### config.mk
export PLATFORM = sky130hd
export DESIGN_NAME = seq_detector_prog_flat
export DESIGN_NICKNAME = d
export VERILOG_FILES = /design/src/rtl/seq_detector_pkg.sv /design/src/rtl/seq_detector_if.sv /design/src/rtl/seq_sat_counter.sv /design/src/rtl/seq_detector_prog.sv /design/src/flat_wrapper.sv
export SDC_FILE = /design/constraint.sdc
export NUM_CORES = 1
export LEC_CHECK = 0
export CAP_MARGIN = 20
export CORE_MARGIN = 1.5
export CORE_UTILIZATION = 45
export CTS_CLUSTER_SIZE = 40
export DETAILED_ROUTE_END_ITERATION = 6
export PLACE_DENSITY_LB_ADDON = 0.05
export SYNTH_ARGS = -nofsm -noshare
export SYNTH_HDL_FRONTEND = slang
export SYNTH_HIERARCHICAL = 1
export SYNTH_SLANG_ARGS = --single-unit
export TNS_END_PERCENT = 20
### constraint.sdc
create_clock -name clk -period 3.1 [get_ports clk]
set_clock_uncertainty 0.2 [all_clocks]
set_input_delay 0.93 -clock clk [delete_from_list [all_inputs] [get_ports clk]]
set_output_delay 0.93 -clock clk [all_outputs]
set_load 0.01 [all_outputs]
### src/rtl/seq_detector_pkg.sv
// seq_detector_pkg: shared constants and types for the programmable
// serial pattern detector.
package seq_detector_pkg;

    localparam logic [3:0] SEQDET_DEF_PAT = 4'b0010;
    localparam int unsigned SEQDET_DEF_LEN = 4;
    localparam logic SEQDET_DEF_OVERLAP = 1'b1;

    typedef enum logic {
        MODE_NONOVL = 1'b0,
        MODE_OVL    = 1'b1
    } mode_e;

endpackage

### src/rtl/seq_detector_if.sv
// seq_detector_if: serial stream, config and match bundle.
// match_count exists only when SEQDET_COUNT_EN is defined.
interface seq_detector_if #(
    parameter int PAT_W = 8,
    parameter int LEN_W = $clog2(PAT_W + 1),
    parameter int CNT_W = 8
);
    logic             in;
    logic             in_valid;
    logic             load;
    logic [PAT_W-1:0] pattern;
    logic [LEN_W-1:0] pat_len;
    logic             overlap;
    logic             out;
    logic             out_q;
`ifdef SEQDET_COUNT_EN
    logic [CNT_W-1:0] match_count;
`endif

    modport master (
        output in, in_valid, load, pattern, pat_len, overlap,
        input  out, out_q
`ifdef SEQDET_COUNT_EN
        , input match_count
`endif
    );

    modport slave (
        input  in, in_valid, load, pattern, pat_len, overlap,
        output out, out_q
`ifdef SEQDET_COUNT_EN
        , output match_count
`endif
    );

endinterface

### src/rtl/seq_sat_counter.sv
// seq_sat_counter: W-bit up counter that sticks at all-ones.
module seq_sat_counter #(
    parameter int W = 8
) (
    input  logic         clk,
    input  logic         rst_n,
    input  logic         inc_i,
    output logic [W-1:0] cnt_o
);
    logic [W-1:0] cnt_q;

    always_ff @(posedge clk or negedge rst_n) begin
        if (!rst_n) begin
            cnt_q <= '0;
        end else if (inc_i && (cnt_q != '1)) begin
            cnt_q <= cnt_q + W'(1);
        end
    end

    assign cnt_o = cnt_q;

endmodule

### src/rtl/seq_detector_prog.sv
// seq_detector_prog: runtime-programmable Mealy serial pattern detector.
// Define SEQDET_COUNT_EN to add the saturating match counter.
module seq_detector_prog
    import seq_detector_pkg::*;
#(
    parameter int PAT_W = 8,
    parameter int LEN_W = $clog2(PAT_W + 1),
    parameter int CNT_W = 8
) (
    input logic          clk,
    input logic          reset_n,
    seq_detector_if.slave bus
);
    logic [PAT_W-1:0] pat_q, pat_d;
    logic [LEN_W-1:0] len_q, len_d;
    mode_e            mode_q, mode_d;
    logic [PAT_W-2:0] hist_q, hist_d;
    logic [LEN_W-1:0] fill_q, fill_d;
    logic             outr_q;

    logic [LEN_W-1:0] eff_len;
    logic [PAT_W-1:0] win;
    logic [PAT_W-1:0] mask;
    logic             accept;
    logic             match;

    // Compare only the low eff_len bits of {history, incoming bit}.
    always_comb begin
        eff_len = (len_q > LEN_W'(PAT_W)) ? LEN_W'(PAT_W) : len_q;
        win     = {hist_q, bus.in};
        mask    = '0;
        for (int i = 0; i < PAT_W; i++) begin
            mask[i] = (LEN_W'(i) < eff_len);
        end
        accept = bus.in_valid && !bus.load;
        match  = accept
              && (eff_len != '0)
              && (fill_q >= (eff_len - LEN_W'(1)))
              && (((win ^ pat_q) & mask) == '0);
    end

    always_comb begin
        pat_d  = pat_q;
        len_d  = len_q;
        mode_d = mode_q;
        hist_d = hist_q;
        fill_d = fill_q;
        if (bus.load) begin
            pat_d  = bus.pattern;
            len_d  = bus.pat_len;
            mode_d = bus.overlap ? MODE_OVL : MODE_NONOVL;
            fill_d = '0;
        end else if (accept) begin
            hist_d = win[PAT_W-2:0];
            if (match && (mode_q == MODE_NONOVL)) begin
                fill_d = '0;
            end else if (fill_q != LEN_W'(PAT_W - 1)) begin
                fill_d = fill_q + LEN_W'(1);
            end
        end
    end

    always_ff @(posedge clk or negedge reset_n) begin
        if (!reset_n) begin
            pat_q  <= PAT_W'(SEQDET_DEF_PAT);
            len_q  <= LEN_W'(SEQDET_DEF_LEN);
            mode_q <= SEQDET_DEF_OVERLAP ? MODE_OVL : MODE_NONOVL;
            hist_q <= '0;
            fill_q <= '0;
            outr_q <= 1'b0;
        end else begin
            pat_q  <= pat_d;
            len_q  <= len_d;
            mode_q <= mode_d;
            hist_q <= hist_d;
            fill_q <= fill_d;
            outr_q <= match;
        end
    end

    assign bus.out   = match;
    assign bus.out_q = outr_q;

`ifdef SEQDET_COUNT_EN
    seq_sat_counter #(
        .W (CNT_W)
    ) u_cnt (
        .clk   (clk),
        .rst_n (reset_n),
        .inc_i (match),
        .cnt_o (bus.match_count)
    );
`endif

endmodule

### src/flat_wrapper.sv
// flat-port wrapper written by rule: the top's interface ports become plain ports
module seq_detector_prog_flat import seq_detector_pkg::*;
#(
    parameter int PAT_W = 8,
    parameter int LEN_W = $clog2(PAT_W + 1),
    parameter int CNT_W = 8
)
  (clk, reset_n, bus_in, bus_in_valid, bus_load, bus_pattern, bus_pat_len, bus_overlap, bus_out, bus_out_q);
  seq_detector_if #(.PAT_W(PAT_W), .LEN_W(LEN_W), .CNT_W(CNT_W)) bus_i ();
  input logic clk;
  input logic reset_n;
  input wire logic [$bits(bus_i.in)-1:0] bus_in;
  input wire logic [$bits(bus_i.in_valid)-1:0] bus_in_valid;
  input wire logic [$bits(bus_i.load)-1:0] bus_load;
  input wire logic [$bits(bus_i.pattern)-1:0] bus_pattern;
  input wire logic [$bits(bus_i.pat_len)-1:0] bus_pat_len;
  input wire logic [$bits(bus_i.overlap)-1:0] bus_overlap;
  output wire logic [$bits(bus_i.out)-1:0] bus_out;
  output wire logic [$bits(bus_i.out_q)-1:0] bus_out_q;
  assign bus_i.in = bus_in;
  assign bus_i.in_valid = bus_in_valid;
  assign bus_i.load = bus_load;
  assign bus_i.pattern = bus_pattern;
  assign bus_i.pat_len = bus_pat_len;
  assign bus_i.overlap = bus_overlap;
  assign bus_out = bus_i.out;
  assign bus_out_q = bus_i.out_q;
  seq_detector_prog #(.PAT_W(PAT_W), .LEN_W(LEN_W), .CNT_W(CNT_W)) u_core (.clk(clk), .reset_n(reset_n), .bus(bus_i));
endmodule
After elaboration in Yosys (flattened, before gate mapping)
Cells that the tools add are included.
Storage, ports and cells
  flip-flop bits (word level): 25
  input port bits: 18
  output and inout port bits: 2
  word-level logic and storage cells: 41
Operators by class
  add/subtract/negate cells: 2
  magnitude comparators: 10
  eq/ne operators: 1
  mux-type cells: 6
  bitwise logic cells: 4
  reductions and logical operators: 12
Operators with widths (number)
  $mux W4: 5
  $lt A3 B4 Y1 const A: 4
  $and A8 B8 Y8: 1
  $logic_not A8 Y1: 1
  $lt A1 B4 Y1 const A: 2
  $lt A2 B4 Y1 const A: 2
  $xor A8 B8 Y8: 1
  $logic_and A1 B1 Y1: 5
  $add A4 B1 Y4 const B: 1
  $ge A4 B4 Y1: 1
  $gt A4 B4 Y1 const B: 1
  $ne A4 B3 Y1 const B: 1
  $reduce_and A2 Y1: 2
  $reduce_bool A4 Y1: 1
  $sub A4 B1 Y4 const B: 1
  $reduce_bool A3 Y1: 1
  $not A1 Y1: 2
  $reduce_bool A2 Y1: 1
  $logic_not A1 Y1: 1
  $mux W1: 1

Depth between registers and ports, before layout
Gate-level depths: netlist (run 1).
  depth after elaboration: 10
  gate-level depth with buffers: 9
  mapped depth without buffers: 9

Worst setup path after synthesis (run 1)
OpenSTA, ideal clock, no wires.
  path type: reg-to-output
  start: reg u_core.len_q[3]
  end: out bus_out
  arrival time: 1.922 ns
  required time: 1.970 ns
  slack: 0.048 ns
  cell stages (with the launch flop): 7
  buffers on the path: 0
  path through: dfrtp_1 > nand2b_1 > ha_1 > ha_1 > a2111oi_0 > a2111oi_1 > nor3b_1
On the way
  word-level cells in the longest chain between the ends: 6
  elaborated cells between the ends (all ways): 18
  classes of those cells: add/sub (1); order compare (10); mux (1); bitwise (1); reduce/logical (5)
RTL lines
  from (decl): RTL line seq_detector_prog.sv:15  | logic [LEN_W-1:0] len_q, len_d;
  from (signal assigned): RTL line seq_detector_prog.sv:66  | len_q <= LEN_W'(SEQDET_DEF_LEN);
  from (signal assigned): RTL line seq_detector_prog.sv:73  | len_q <= len_d;
  $gt A4 B4 Y1: RTL line seq_detector_prog.sv:29  | eff_len = (len_q > LEN_W'(PAT_W)) ? LEN_W'(PAT_W) : len_q;
  $mux W4 (*): RTL line seq_detector_prog.sv:29
  $sub A4 B1 Y4 (tied with other cells): RTL line seq_detector_prog.sv:38  | && (fill_q >= (eff_len - LEN_W'(1)))
  $ge A4 B4 Y1 (tied with other cells): RTL line seq_detector_prog.sv:38
  $logic_and A1 B1 Y1 / $logic_not A8 Y1 (equally long branches): RTL line seq_detector_prog.sv:38, seq_detector_prog.sv:39
  $logic_and A1 B1 Y1 (*): RTL line seq_detector_prog.sv:39  | && (((win ^ pat_q) & mask) == '0);
  to (decl): RTL line flat_wrapper.sv:18  | output wire logic [$bits(bus_i.out)-1:0] bus_out;
Mark *: on every way between the ends. The rest lies on a longest branch, timed or not.

Worst setup path in the final report (run 1)
  start: in bus_in_valid
  end: out bus_out
On the way
  word-level cells in the longest chain between the ends: 4
RTL lines
  from (decl): RTL line flat_wrapper.sv:13  | input wire logic [$bits(bus_i.in_valid)-1:0] bus_in_valid;
  $logic_and A1 B1 Y1: RTL line seq_detector_prog.sv:35  | accept = bus.in_valid && !bus.load;
  $logic_and A1 B1 Y1: RTL line seq_detector_prog.sv:37  | && (eff_len != '0)
  $logic_and A1 B1 Y1: RTL line seq_detector_prog.sv:38
  $logic_and A1 B1 Y1: RTL line seq_detector_prog.sv:39
Every way passes these cells.

==> results of run 1 <==
[layer usage]
| metal | GRT usage (%) | vias to the layer above | share of wire, % |
|---|---|---|---|
| li1 | - | 504 | - |
| met1 | 23.3 | 504 | 45 |
| met2 | 29.9 | 17 | 50 |
| met3 | 2.68 | 4 | 3.6 |
| met4 | 6.31 | 0 | 1.1 |
| met5 | 0 | - | 0 |
[stage by stage]
step	area, um2	hold WS [ns]	setup TNS (ns)	power, mW
2_1_floorplan	1350	0.299	0	0.566
3_3_place_gp	1730	0.312	-0.716	0.662
3_5_place_dp	1730	0.325	-0.733	0.669
4_1_cts	1840	0.356	-0.332	0.845
5_1_grt	1930	0.378	-0.398	0.914
6_report	1930	0.348	-0.275	0.858
[flip-flops by register name, indices dropped and copies added (netlist names)]
register and cells:
u_core/mode_q 1, u_core/len_q 4, u_core/pat_q 8, u_core/fill_q 4, u_core/bus.out_q 1, u_core/hist_q 7
[layout make-up]
type	instances	area share, %
clock inverter	1	0.390
timing repair buffer	45	20.3
tap	31	2.01
inverter	3	0.714
sequential	25	32.7
multi-input combinational	84	42.7
clock buffer	3	1.17
[path summary, 6_finish.rpt]
| kind | start | end | cells past startpoint |
|---|---|---|---|
| worst max-delay path | bus_in_valid | bus_out | 6 |
| worst min-delay path | u_core/pat_q[2] | u_core/pat_q[2] | 1 |
| worst max register to register | u_core/len_q[2] | u_core/fill_q[1] | 12 |
| worst min register to register | u_core/pat_q[2] | u_core/pat_q[2] | 1 |
| max in group asynchronous | reset_n | u_core/len_q[2] | 2 |
| min in group asynchronous | reset_n | u_core/fill_q[0] | 2 |
[cell usage in the layout (no fill, tap or decap), drive strengths merged, types with 2 or more instances in the layout]
cell	instances
ha	8
a2111oi	2
dfstp	3
buf	27
xnor2	6
nand3	3
inv	3
clkbuf	3
dfrtp	22
nand2	8
o21ai	5
mux2	20
nor3	2
a21oi	2
nor2	6
clkdlybuf4s50	18
nand2b	6
xor2	3
nor4	2
a211oi	2
[kinds of logic after synthesis]
logic type | share of synthesized area, %
xor+xnor | 5.84
simple gates | 13.4
mux | 16.7
buf+inv | 2.23
flops | 46.7
fa+ha+maj | 7.42
compound gates | 7.79
[what timing repair did]
item | in CTS | in global routing
gates resized for setup | 16 | 16
endpoints found under the setup margin | 1 | 1
pin swaps | 4 | 8
buffers inserted | 3 | 1
[power by group through the flow]
| stage | clock network [mW] | registers, mW | logic [mW] |
|---|---|---|---|
| 5_1_grt | 0.166 | 0.431 | 0.317 |
| 4_1_cts | 0.153 | 0.425 | 0.267 |
| 3_3_place_gp | 0 | 0.426 | 0.236 |
| 3_5_place_dp | 0 | 0.430 | 0.239 |
| 6_report | 0.145 | 0.424 | 0.290 |
| 2_1_floorplan | 0 | 0.424 | 0.142 |
[cells in the mapped netlist]
| cell | count | area [um2] |
|---|---|---|
| nor3b_1 | 1 | 7.51 |
| nor3_2 | 1 | 10.0 |
| a2111oi_0 | 1 | 8.76 |
| a21oi_1 | 2 | 10.0 |
| nor3_1 | 1 | 5.00 |
| ha_1 | 8 | 100 |
| mux2_2 | 20 | 225 |
| o311ai_1 | 1 | 8.76 |
| o21ai_1 | 1 | 5.00 |
| o21ai_0 | 4 | 20.0 |
| clkbuf_1 | 2 | 7.51 |
| and3b_1 | 1 | 8.76 |
| a21o_1 | 1 | 7.51 |
| a41oi_1 | 1 | 8.76 |
| buf_6 | 1 | 11.3 |
| xnor2_1 | 6 | 52.6 |
| nor4_1 | 2 | 12.5 |
| nand2_1 | 8 | 30.0 |
| inv_1 | 3 | 11.3 |
| nor2_1 | 5 | 18.8 |
| nor2_2 | 1 | 6.26 |
| a211oi_1 | 1 | 7.51 |
| nor2b_1 | 1 | 6.26 |
| a2111oi_1 | 1 | 10.0 |
| or4b_4 | 1 | 13.8 |
| xor2_1 | 3 | 26.3 |
| dfstp_2 | 3 | 78.8 |
| nand3_1 | 3 | 15.0 |
| nand4b_1 | 1 | 8.76 |
| dfrtp_1 | 22 | 551 |
| a211oi_2 | 1 | 12.5 |
| a31oi_1 | 1 | 6.26 |
| nand2b_1 | 6 | 37.5 |
[worst max-delay path: cells and delay by family]
family	cells	cell delay, ns
AO/OA/AOI/OAI	2	0.33
AND/OR/NAND/NOR	2	0.30
buffers and inverters	2	0.68
==> results.md, run 1 <==
* Critical Path RT at roughly 2.0 ns
* Max incr delay on CP at 0.52 ns
* Hold WC Path Type: reg2reg
* Area growth, synth to finish at 42.9%
* Remaining Overflow, GRT at 0
* Syn Nets at approximately 140
* Final worst slack at -0.275 ns
* Clock Pin Slew Worst Setup and Hold Paths at between 0.1 and 0.15 ns
* Worst Max-Slew Pin Slew at 0.327 ns
* Vias at approximately 1000
* Tcrit/Tclk final at 109%
* Syn Inst Count at about 120
* Critical path cell sequence: clkdlybuf4s50_1 -> nand2b_4 -> a211oi_4 -> o311ai_4 -> nor3b_2 -> buf_2
* Synth Cell Area at approximately 1300 um2
* Arrival time worst endpoint at 2.24 ns
* RD Place Congestion at around 0.81
* Vert. Die Dim at just under 60 um
* Startpoint types: primary input
* Final setup violation count at 1
* DPL Wire Length at about 1.9 mm
* Final Max Slew Viols at 0
* Post-synth cell types at 33
* First drt pass iteration count at 4
* Root buffer cell: clkbuf_4
* Fmax at about 300 MHz
* Initial antenna violation count at 0
* Type of the worst setup path: in2out
* Worst setup EP type: output pin
* Num CTS Buffers at 3
* Die Wd at about 58 um
* Worst-path fanout max at 2
* First-pass GRT wire length at approximately 4.6 mm
* Post-Route WL at roughly 2.8 mm
* Die Area at ~3300 um2
* P_leak at roughly 0.84 nW
* CTS tree: done
* VDD IR max at about 0.31 mV
* DRT iter0 DRCs at 31
* Final Hold Vio Count at 0
* Share of cells above drive strength 1 at a little under half
* PortBufs at 19
* Initial Util at 48.1%
* Comb power frac at between 30 and 40%
* Placement Rows at 19
* Synth Warn # at 6
* Crit-path slowest cell: clkdlybuf4s50_1
* Post-DR wirelength/cell at around 14 um
* Inserted Diodes at 0
* Outcome: finished, violations left
* Clk Latency, worst-skew pair at between 0.3 and 0.4 ns
* Pre-CTS setup slack at -0.733 ns
* Largest net degree at the start of global routing at 26
* Max-Cap Viols at 0
* Yosys reg bits at 25
* Post-synthesis sequential area ratio at 46.7%
* Utilization after layout at ~69%
* Inst Count DP at approximately 190
* P_sw at 0.254 mW
* Via density at around 5.4
* Area of the core at ~2800 um2
* Top Ports at 20
* Final min period at roughly 3.4 ns
* Total track usage at between 10% and 20%
* Max transition margin at 77.9%
* Failing checks: setup timing
* Reg area at ~630 um2
* Nets at 188
* Net Sw Frac at 29.6%
* Share of total power in the clock network at ~17%
* Vias in the first global route at roughly 1100
* Residual DRC count at 0
* Seq pwr share at between 40% and 50%
* H-tree depth at 1
* Area of the multi-input gates at 823 um2
* Fin cells at around 190
* Post-DRT Antenna Nets at 0
* RSZ-0062 raised after global routing: yes
* Filler cells at 238
* R2R setup slack at between 0.3 and 0.4 ns
* Pwr Density at 445 nW/um2
* Clock Path Buffers at 2
* Syn avg cell area at 11.7 um2
* CTS Hold Bufs at 0
* Internal at approximately 0.60 mW
* CTS Sinks at 25
Power figures use the tool's default switching activity.
==> run 2, diff against run 1 <==
--- a/config.mk
+++ b/config.mk
@@ -7,7 +7,7 @@
 export LEC_CHECK = 0
 export CAP_MARGIN = 20
 export CORE_MARGIN = 1.5
-export CORE_UTILIZATION = 45
+export CORE_UTILIZATION = 30
 export CTS_CLUSTER_SIZE = 40
 export DETAILED_ROUTE_END_ITERATION = 6
 export PLACE_DENSITY_LB_ADDON = 0.05
@@ -15,4 +15,3 @@
 export SYNTH_HDL_FRONTEND = slang
 export SYNTH_HIERARCHICAL = 1
 export SYNTH_SLANG_ARGS = --single-unit
-export TNS_END_PERCENT = 20
==> results.md, run 2 (same netlist as run 1, synthesis figures left out) <==
* Max transition margin at 72.6% (-5.3 points)
* Via density at 4.73 (-12%)
* H-tree depth at 1 (unchanged)
* Share of total power in the clock network at 20.6% (+3.7 points)
* DPL Wire Length at 2.14 mm (+11%)
* Fmax at 292 MHz (-1.3%)
* Num CTS Buffers at 3 (unchanged)
* Biggest register: u_core/pat_q
* Total track usage at 12.8% (-4.9 points)
* Hold WC Path Type: reg2reg
* First-pass GRT wire length at 4.97 mm (+7.6%)
* PortBufs at 19 (unchanged)
* Top Ports at 20 (unchanged)
* DP Area at 1780 um2 (+2.8%)
* Worst-path fanout max at 3 (+1)
* CTS tree: done
* DRT iter0 DRCs at 72 (+130%)
* Vert. Die Dim at 70.1 um (+21%)
* Final min period at 3.42 ns (+0.0446 ns)
* Inserted Diodes at 0 (unchanged)
* VDD IR max at 0.219 mV (-30%)
* Area growth, synth to finish at 47.4%
* RSZ-0062 raised after global routing: yes
* Placement Rows at 24 (+5)
* P_sw at 0.258 mW (+1.4%)
* Area of the core at 4350 um2 (+55%)
* Die Area at 4910 um2 (+47%)
* Tot Pwr at 0.924 mW (+7.7%)
* Tcrit/Tclk final at 110% (+1.4 points)
* R2R setup slack at 0.33 ns (-0.02 ns)
* Regs by FF count: u_core/pat_q: 8 flops, u_core/hist_q: 7 flops
* Critical Path RT at 1.97 ns (about the same)
* Worst r2r path cells at 12 (unchanged)
* RD Place Congestion at 0.752 (-6.8%)
* Type of the worst setup path: reg2out
* Initial Util at 31.0% (-17 points)
* Clk Latency, worst-skew pair at 0.27 ns (-0.04 ns)
* Total negative slack at -0.320 ns (-0.0446 ns)
* Hold endpoint: u_core/hist_q[6]
* Pwr Density at 465 nW/um2 (+4.3%)
* Post-DRT Antenna Nets at 0 (unchanged)
* Final hold slack at 0.331 ns (-0.0171 ns)
* Hold path startpoint: u_core/hist_q[6]
* Residual DRC count at 0 (unchanged)
* Pre-CTS setup slack at -0.763 ns (-0.0304 ns)
* Startpoint types: flop
* Worst setup EP type: output pin
* Remaining Overflow, GRT at 0 (unchanged)
* Post-Route WL at 2.90 mm (+4.3%)
* Seq pwr share at 45.7% (-3.7 points)
* Initial antenna violation count at 0 (unchanged)
* Post-DR wirelength/cell at 13.3 um (-8.2%)
* CTS Hold Bufs at 0 (unchanged)
* Outcome: finished, violations left
* Nets at 193 (+2.7%)
* R2r endpoint: u_core/fill_q[1]
* Hold depth at 1 (unchanged)
* Vias in the first global route at 1040 (-2.4%)
* Final setup violation count at 1 (unchanged)
* Clock Path Buffers at 2 (unchanged)
* Highest-count cells in the layout ignoring fill and taps: buf_4, dfrtp_1, mux2_2
* Net Sw Frac at 27.9% (-1.7 points)
* Max-Cap Viols at 0 (unchanged)
* Comb power frac at 33.7% (about the same)
* Arrival time worst endpoint at 2.29 ns (+0.05 ns)
* Vias at 1032 (+0.29%)
* Worst Max-Slew Pin Slew at 0.406 ns (+0.0785 ns)
* Clock Pin Slew Worst Setup and Hold Paths at 0.09 ns (-0.05 ns)
* Failing checks: setup timing
* Max reg flops at 8 (unchanged)
* Most common cell after layout, fill and taps aside: buf_4
* Final Hold Vio Count at 0 (unchanged)
* Worst r2r src: u_core/len_q[3]
* Non-Filler Cell Area, Final at 1990 um2 (+3.2%)
* Internal at 0.666 mW (+10%)
* Die Wd at 70.1 um (+21%)
* Root buffer cell: clkbuf_8
* P_leak at 0.883 nW (+5.1%)
* Share of cells above drive strength 1 at 45.8% (-0.18 points)
* CTS Sinks at 25 (unchanged)
* Final worst slack at -0.320 ns (-0.0446 ns)
* Largest net degree at the start of global routing at 26 (unchanged)
* Final Max Slew Viols at 0 (unchanged)
* First drt pass iteration count at 2 (-2)
run 2: layer usage:
layer	global-route usage (%)	vias to the layer above	wire length [um]
met4	3.21	0	34
met5	0	-	0
met2	18.9	16	1330
met3	3.17	5	91
met1	18.8	497	1440
li1	-	514	-
run 2: final cells by class:
cell class	instances	area [um2]
inverter	3	11.3
multi-input combinational	84	812
clock buffer	4	45.0
timing repair buffer	50	425
tap	52	65.1
sequential	25	629
fill	411	2370
run 2: repair_timing:
action                                 in CTS  in global routing
buffers inserted                            1                  4
endpoints found under the hold margin       0                  0
setup endpoints to repair                   1                  1
pin swaps                                   5                  4
gates resized for setup                    22                  3
run 2: through the flow:
stage	instances	utilization (%)
6_report	218	45.7
3_5_place_dp	209	40.9
3_3_place_gp	209	40.9
5_1_grt	218	45.7
2_1_floorplan	115	-
4_1_cts	214	44.7
run 2: power groups by stage:
| stage | clock [mW] | combinational [mW] | sequential [mW] |
|---|---|---|---|
| after global routing | 0.220 | 0.340 | 0.430 |
| final | 0.190 | 0.311 | 0.423 |
| after floorplan | 0 | 0.142 | 0.424 |
| after CTS | 0.205 | 0.303 | 0.424 |
| after global placement | 0 | 0.251 | 0.426 |
| after detailed placement | 0 | 0.255 | 0.428 |
run 2: worst max-delay path, cell delays in order, from the launching register on:
cell and delay [ns]:
dfrtp_1 0.40, nand2b_4 0.15, buf_4 0.14, ha_4 0.16, xnor2_2 0.12, ha_2 0.20, buf_4 0.13, buf_4 0.12
o311ai_2 0.36, nor3b_4 0.08, buf_2 0.15
run 2: worst max path at each step:
stage               slack (ns)             from       to  cells past startpoint
global route             -0.42  u_core/len_q[3]  bus_out                     10
CTS                      -0.34  u_core/len_q[3]  bus_out                      8
global placement         -0.76         bus_load  bus_out                      6
finish                   -0.32  u_core/len_q[3]  bus_out                     10
floorplan                 0.05  u_core/len_q[3]  bus_out                      6
detailed placement       -0.76         bus_load  bus_out                      6
